--- config.mk ---
export PLATFORM = sky130hd
export DESIGN_NAME = stopwatch_bcd_counter
export DESIGN_NICKNAME = d
export VERILOG_FILES = /design/src/rtl/stopwatch_bcd_counter.sv
export SDC_FILE = /design/constraint.sdc
export NUM_CORES = 1
export LEC_CHECK = 0
export ABC_AREA = 1
export BUFFER_PORTS_ARGS = -buffer_cell sky130_fd_sc_hd__buf_2
export CORE_MARGIN = 10
export CORE_UTILIZATION = 56
export CTS_BUF_LIST = sky130_fd_sc_hd__clkbuf_2
export CTS_CLUSTER_DIAMETER = 200
export DETAILED_ROUTE_END_ITERATION = 6
export PLACE_DENSITY = 0.9
export RECOVER_POWER = 25
export SLEW_MARGIN = 20
export SYNTH_ARGS = -nofsm -noshare
export SYNTH_HDL_FRONTEND = slang
export SYNTH_SLANG_ARGS = --single-unit
export TNS_END_PERCENT = 30
--- constraint.sdc ---
create_clock -name clk -period 1.3 [get_ports clk]
set_input_delay 0.065 -clock clk [delete_from_list [all_inputs] [get_ports clk]]
set_output_delay 0.065 -clock clk [all_outputs]
set_load 0.02 [all_outputs]
--- src/rtl/stopwatch_bcd_counter.sv ---
// MM:SS BCD stopwatch driven by rising edges of the 1 Hz divider output, with start/pause/clear control.
// Optional lap hold on the digit outputs is built when STOPWATCH_LAP_EN is defined.
module stopwatch_bcd_counter #(
  parameter int SEC_MOD = 60,
  parameter int MIN_MOD = 60
) (
  input  logic       clk,
  input  logic       rst,
  input  logic       clk_1hz,
  input  logic       start_stop,
  input  logic       clear,
  input  logic       lap,
  output logic [3:0] sec_ones,
  output logic [3:0] sec_tens,
  output logic [3:0] min_ones,
  output logic [3:0] min_tens,
  output logic       running,
  output logic       wrap
);

  typedef enum logic [1:0] {IDLE, RUN, PAUSE} state_t;

  localparam logic [3:0] SEC_O_MAX = 4'((SEC_MOD - 1) % 10);
  localparam logic [3:0] SEC_T_MAX = 4'((SEC_MOD - 1) / 10);
  localparam logic [3:0] MIN_O_MAX = 4'((MIN_MOD - 1) % 10);
  localparam logic [3:0] MIN_T_MAX = 4'((MIN_MOD - 1) / 10);

  state_t     state, state_nx;
  logic       clk_1hz_q, tick, count_en, clear_ok;
  logic [3:0] s_o, s_t, m_o, m_t;
  logic       sec_last, min_last;

  assign tick     = clk_1hz & ~clk_1hz_q;
  assign sec_last = (s_t == SEC_T_MAX) && (s_o == SEC_O_MAX);
  assign min_last = (m_t == MIN_T_MAX) && (m_o == MIN_O_MAX);

  // NOTE: reset is tested inside a posedge-clk-only block, so it is synchronous to clk.
  always_ff @(posedge clk) begin
    if (!rst) state <= IDLE;
    else      state <= state_nx;
  end

  // Clear is honoured only outside RUN and beats a simultaneous start_stop.
  always_comb begin
    state_nx = state;
    clear_ok = clear && (state != RUN);
    if (clear_ok)        state_nx = IDLE;
    else if (start_stop) state_nx = (state == RUN) ? PAUSE : RUN;
  end

  always_comb begin
    running  = (state == RUN);
    count_en = (state == RUN) && tick;
  end

  // NOTE: all sequential state uses non-blocking assignments; blocking here would race other always_ff blocks.
  always_ff @(posedge clk) begin
    if (!rst) begin
      clk_1hz_q <= 1'b0;
      wrap      <= 1'b0;
      s_o <= '0; s_t <= '0; m_o <= '0; m_t <= '0;
    end else begin
      clk_1hz_q <= clk_1hz;
      wrap      <= 1'b0;
      if (clear_ok) begin
        s_o <= '0; s_t <= '0; m_o <= '0; m_t <= '0;
      end else if (count_en) begin
        if (sec_last) begin
          s_o <= '0;
          s_t <= '0;
          if (min_last) begin
            m_o  <= '0;
            m_t  <= '0;
            wrap <= 1'b1;
          end else if (m_o == 4'd9) begin
            m_o <= '0;
            m_t <= m_t + 4'd1;
          end else begin
            m_o <= m_o + 4'd1;
          end
        end else if (s_o == 4'd9) begin
          s_o <= '0;
          s_t <= s_t + 4'd1;
        end else begin
          s_o <= s_o + 4'd1;
        end
      end
    end
  end

`ifdef STOPWATCH_LAP_EN
  logic        hold;
  logic [15:0] snap;

  // The snapshot takes the digits present before any increment on the lap edge.
  always_ff @(posedge clk) begin
    if (!rst) begin
      hold <= 1'b0;
      snap <= '0;
    end else if (clear_ok) begin
      hold <= 1'b0;
    end else if (lap && (state != IDLE)) begin
      hold <= ~hold;
      if (!hold) snap <= {m_t, m_o, s_t, s_o};
    end
  end

  always_comb begin
    {min_tens, min_ones, sec_tens, sec_ones} = {m_t, m_o, s_t, s_o};
    if (hold) {min_tens, min_ones, sec_tens, sec_ones} = snap;
  end
`else
  logic lap_unused;
  assign lap_unused = lap;

  always_comb begin
    {min_tens, min_ones, sec_tens, sec_ones} = {m_t, m_o, s_t, s_o};
  end
`endif

endmodule

==> results.cfg, run 1 <==
[die]
rows = 16
core_um2 = 1960
fp.dieArea_um2 = 4310
start_util = 0.594
ioPinCount = 24
die_y_um = 65.6
fp.dieW_um = 65.6

[pwr]
p_clk_frac = 0.271
swShare = 0.259
comb_power_share = 0.083
power_density_nw_per_um2 = 647
leakage_nw = 0.703
ir_worst_vdd_uv = 726
p_int_mw = 0.714
seq_power_share = 0.646
power.switching_mw = 0.250

[synthesis]
ys_warn_count = 0
synth_nets = 172
ys_types = 25
synth.avg_cell_area_um2 = 7.29
synthCells = 160
syn_area_um2 = 1170
yosysSeqAreaShare = 0.343
ys_ff_latch = 20

[timing]
max_slew_margin = 0.836
clock_skew_ns = 0.00701
layout_setup_ws_ns = -0.0311
period_needed_ns = 1.33
finalHoldViolCount = 0
period_share = 1.02
setup_viol = 4
worst_pin_slew_ns = 0.244
slew_viol_final = 0
timing.hold.ws_ns = 0.172
fmax_ghz = 0.751

[drt]
drtIter0Drc = 42
drc = 0
vias = 1113
post_drt_wl_per_cell_um = 12.5
routed_wl_um = 2810
vias_per_cell = 4.97
ant_nets = 0
drtPass1Iterations = 4

[global_routing]
grt_pass1_wl_um = 4150
grt_antenna_before_repair = 0
grt_max_degree = 12
overflow = 0
grt_usage = 0.118
grt_pass1_vias = 980

[placed_design]
dp_hpwl_um = 1930
gp_congestion = 0.799
portBuffers = 22

[worst_setup_path]
critPathKind = register to register
crit_path_end_kind = register
cp_max_fo = 5
cp-start-kind = register
cp.arrival_ns = 1.58
cp.required_ns = 1.55

[finish]
area_growth_pct = 27.9
layout.nets = 210
final_layout_size_suffix_gt1_frac = 0.376
seqCellArea_um2 = 409
multi_input_area_um2 = 726
final_common_cell = nand2_1
final_cell_mix = 36 x nand2_1, 18 x inv_1, 18 x buf_2, 17 x nor2_1, 13 x dfxtp_1
fin_util = 0.760
n_antenna_cell = 0
n_fill_cell = 152

[clocking]
cts_tree = yes
cts_root_buf = clkbuf_2
cts_sinks = 20
cts.htree.levels = 1
clock_latency_ns = 0.32
cts_inserted_buffers = 3
clk_pin_slew_ns = 0.19
clockBufferDepth = 2

[run_status]
violations = negative setup slack
status = complete, but fails checks

[job]
drv_cap = 0

[hold_path]
worstHoldPathType = input pin to register
==> area by class of cell <==
type,count,area share
multi-input cells,113,0.487
well taps,27,0.0227
repair buffers,34,0.136
clock buffers,3,0.0101
flip-flops and latches,20,0.274
inverters,26,0.0680
clock inverters,1,0.00252
==> worst paths after layout <==
kind                             from                        to  slack (ns)  depth (start not counted)
max             state[0]$_SDFFE_PP0P_  min_tens[1]$_SDFFE_PP0P_       -0.03                          7
min                           clk_1hz  sec_ones[0]$_SDFFE_PP0P_        0.17                          5
max reg2reg     state[0]$_SDFFE_PP0P_  min_tens[1]$_SDFFE_PP0P_       -0.03                          7
min reg2reg  sec_ones[0]$_SDFFE_PP0P_  sec_ones[0]$_SDFFE_PP0P_        0.51                          2
==> worst max-delay path, cell delays in order (launching register included) <==
cell     delay [ns]
dfxtp_1        0.41
inv_1          0.08
nor2_2         0.13
nand2_2        0.12
nor2_1         0.18
nand2_1        0.15
nand2_1        0.11
a21oi_2        0.06
==> cell families after synthesis <==
| family | after synthesis | synth area share |
|---|---|---|
| simple gates | 89 | 0.412 |
| buf+inv | 27 | 0.0890 |
| flops | 20 | 0.343 |
| compound gates | 15 | 0.0687 |
| fa+ha+maj | 6 | 0.0644 |
| xor+xnor | 3 | 0.0225 |
==> registers in the layout, summed over array words and instances, names as in the netlist <==
register and count:
min_tens 4, sec_tens 4, state 2, clk_1hz_q 1, wrap 1, min_ones 4, sec_ones 4
==> routing by layer <==
metal	vias to the layer above	wire length [µm]	global-route usage
li1	574	-	-
met5	-	0	0
met3	5	133	0.0305
met4	0	40	0.0561
met2	31	1510	0.211
met1	503	1130	0.126
==> synthesized netlist by cell type <==
cell type | n | share of area
nand2_1 | 36 | 0.12
dfxtp_1 | 20 | 0.34
inv_1 | 19 | 0.061
nor2_1 | 18 | 0.058
a21oi_1 | 10 | 0.043
nand3_1 | 9 | 0.039
ha_1 | 6 | 0.064
inv_2 | 6 | 0.019
nand2_2 | 5 | 0.027
nor2_2 | 5 | 0.027
nand2_4 | 4 | 0.039
nor3_2 | 3 | 0.026
nand4_1 | 2 | 0.011
nor2_4 | 2 | 0.019
nor2_8 | 2 | 0.034
nor3_1 | 2 | 0.0086
o21ai_0 | 2 | 0.0086
xor2_1 | 2 | 0.015
a211oi_1 | 1 | 0.0064
buf_2 | 1 | 0.0043
clkinv_2 | 1 | 0.0043
nand3_2 | 1 | 0.0086
o21a_1 | 1 | 0.0064
o21ai_1 | 1 | 0.0043
xnor2_1 | 1 | 0.0075
==> repair_timing <==
action,in CTS,in global routing
endpoints found under the hold margin,1,1
setup endpoints to repair,6,12
gates resized for setup,2,18
setup buffers,0,4
hold buffers,2,1
pin swaps,0,3
gates cloned,0,0
==> per-stage QoR <==
step / cells / setup WS [ns] / setup TNS, ns / power, mW / cell area, µm²
global placement: 213 / 0.0642 / 0 / 0.705 / 1350
floorplan: 160 / 0.0130 / 0 / 0.686 / 1170
detailed placement: 213 / 0.0132 / 0 / 0.707 / 1350
global route: 224 / -0.0545 / -0.195 / 0.998 / 1490
CTS: 219 / 0.0104 / 0 / 0.960 / 1390
finish: 224 / -0.0311 / -0.0888 / 0.964 / 1490
==> power groups by stage <==
stage	Combinational [mW]	Clock (mW)	Sequential, mW
after floorplan	0.0500	0	0.636
after global placement	0.0693	0	0.635
after detailed placement	0.0713	0	0.636
after CTS	0.0763	0.261	0.623
after global routing	0.0871	0.287	0.624
final	0.0804	0.261	0.623
Note: power is estimated with default switching activity, not from simulation.
==> inputs of run 2 (changes only) <==
--- a/config.mk
+++ b/config.mk
@@ -7,10 +7,11 @@
 export LEC_CHECK = 0
 export ABC_AREA = 1
 export BUFFER_PORTS_ARGS = -buffer_cell sky130_fd_sc_hd__buf_2
+export CELL_PAD_IN_SITES_DETAIL_PLACEMENT = 1
+export CELL_PAD_IN_SITES_GLOBAL_PLACEMENT = 1
 export CORE_MARGIN = 10
-export CORE_UTILIZATION = 56
+export CORE_UTILIZATION = 40
 export CTS_BUF_LIST = sky130_fd_sc_hd__clkbuf_2
-export CTS_CLUSTER_DIAMETER = 200
 export DETAILED_ROUTE_END_ITERATION = 6
 export PLACE_DENSITY = 0.9
 export RECOVER_POWER = 25
==> results.cfg, run 2 (same netlist as run 1, synthesis figures left out) <==
[timing]
slew_viol_final = 0
period_share = 0.991
rsz0062_at_grt = yes
worst_pin_slew_ns = 0.296
fmax_ghz = 0.776
fin_setup_tns_ns = 0
finalHoldViolCount = 0
clock_skew_ns = 0.0126
setup_viol = 0
max_slew_margin = 0.801
period_needed_ns = 1.29

[clocking]
cts.htree.levels = 1
cts_inserted_buffers = 3
cts_tree = yes
cts_sinks = 20
clk_pin_slew_ns = 0.22
clock_latency_ns = 0.34
cts_root_buf = clkbuf_2
clockBufferDepth = 2

[hold_path]
worstHoldPathType = input pin to register

[finish]
final_common_cell = nand2_1
layout.nets = 213
area_growth_pct = 33.7
final_layout_size_suffix_gt1_frac = 0.455
final_cell_mix = 32 x nand2_1, 21 x buf_2, 16 x inv_1, 16 x nor2_1
n_fill_cell = 367
n_antenna_cell = 0

[die]
die_y_um = 74.0
ioPinCount = 24
fp.dieW_um = 74.0
start_util = 0.419
fp.dieArea_um2 = 5480
core_um2 = 2780
rows = 19

[pwr]
finalPower_mw = 0.989
leakage_nw = 0.732
ir_worst_vdd_uv = 407
power_density_nw_per_um2 = 635

[global_routing]
gr-usage-met1 = 0.152
grt_pass1_wl_um = 6050
grt_antenna_before_repair = 0
use_met2 = 0.255
met3_usage = 0.0279
busiest_layer = met2
overflow = 0
grt_pass1_vias = 1308
grt_usage = 0.139
grt_max_degree = 12

[worst_setup_path]
critPathKind = register to register
cp-start-kind = register
cp.arrival_ns = 1.58
crit_path_end_kind = register
cp.required_ns = 1.59
cp_max_fo = 4

[drt]
post_drt_wl_per_cell_um = 16.2
drtPass1Iterations = 4
vias_per_cell = 5.17
drtIter0Drc = 41
routed_wl_um = 3740
ant_nets = 0
vias = 1195
drc = 0

[placed_design]
portBuffers = 22
gp_congestion = 0.796
dp_hpwl_um = 2560

[job]
drv_cap = 0

[run_status]
status = finished, final reports clean
==> run 2: metal layers <==
metal	up-vias	wire length (µm)
met5	-	0
met4	0	138
met3	12	178
met2	35	1940
met1	571	1480
li1	577	-
==> run 2: path summary, 6_finish.rpt <==
check,start,end,slack (ns),cells after the start
worst max register to register,min_ones[1]$_SDFFE_PP0P_,min_ones[0]$_SDFFE_PP0P_,0.01,8
worst min-delay path,clear,state[0]$_SDFFE_PP0P_,0.07,4
worst max-delay path,min_ones[1]$_SDFFE_PP0P_,min_ones[0]$_SDFFE_PP0P_,0.01,8
worst min register to register,min_tens[2]$_SDFFE_PP0P_,wrap$_SDFF_PP0_,0.53,2
==> run 2: timing repair <==
item / in CTS / in global routing
endpoints found under the hold margin: 2 / 0
hold buffers: 3 / 0
setup endpoints to repair: 12 / 16
pin swaps: 4 / 2
setup buffers: 4 / 1
resized for setup: 14 / 20
==> run 2: critical path, stage by stage (launching register included) <==
cell and delay (ns):
dfxtp_2 0.40, inv_2 0.06, ha_4 0.16, nand3_4 0.08
inv_4 0.05, buf_4 0.14, nor2_1 0.12, nand2_1 0.11
a21oi_2 0.11
==> run 2: report_power, final <==
part	total, mW	switching, mW	internal (mW)
Sequential	0.620	0.00492	0.615
Clock	0.284	0.218	0.0668
Combinational	0.0852	0.0557	0.0295
==> run 2: per-stage QoR <==
step	instances	hold WS, ns	utilization	setup WS [ns]	cell area [µm²]
floorplan	160	0.158	-	0.0130	1170
global placement	219	0.259	0.491	0.0524	1370
detailed placement	219	0.294	0.491	-0.0655	1370
CTS	230	0.127	0.535	0.000661	1490
global route	231	0.103	0.561	-0.0666	1560
finish	231	0.0698	0.561	0.0119	1560
==> run 2: area by class of cell <==
class | instances | area [µm²] | share of cell area
flip-flops and latches | 20 | 418 | 0.268
repair buffers | 37 | 229 | 0.147
well taps | 31 | 38.8 | 0.0249
clock inverters | 1 | 3.75 | 0.00241
clock buffers | 3 | 15.0 | 0.00963
inverters | 26 | 104 | 0.0666
multi-input cells | 113 | 751 | 0.482
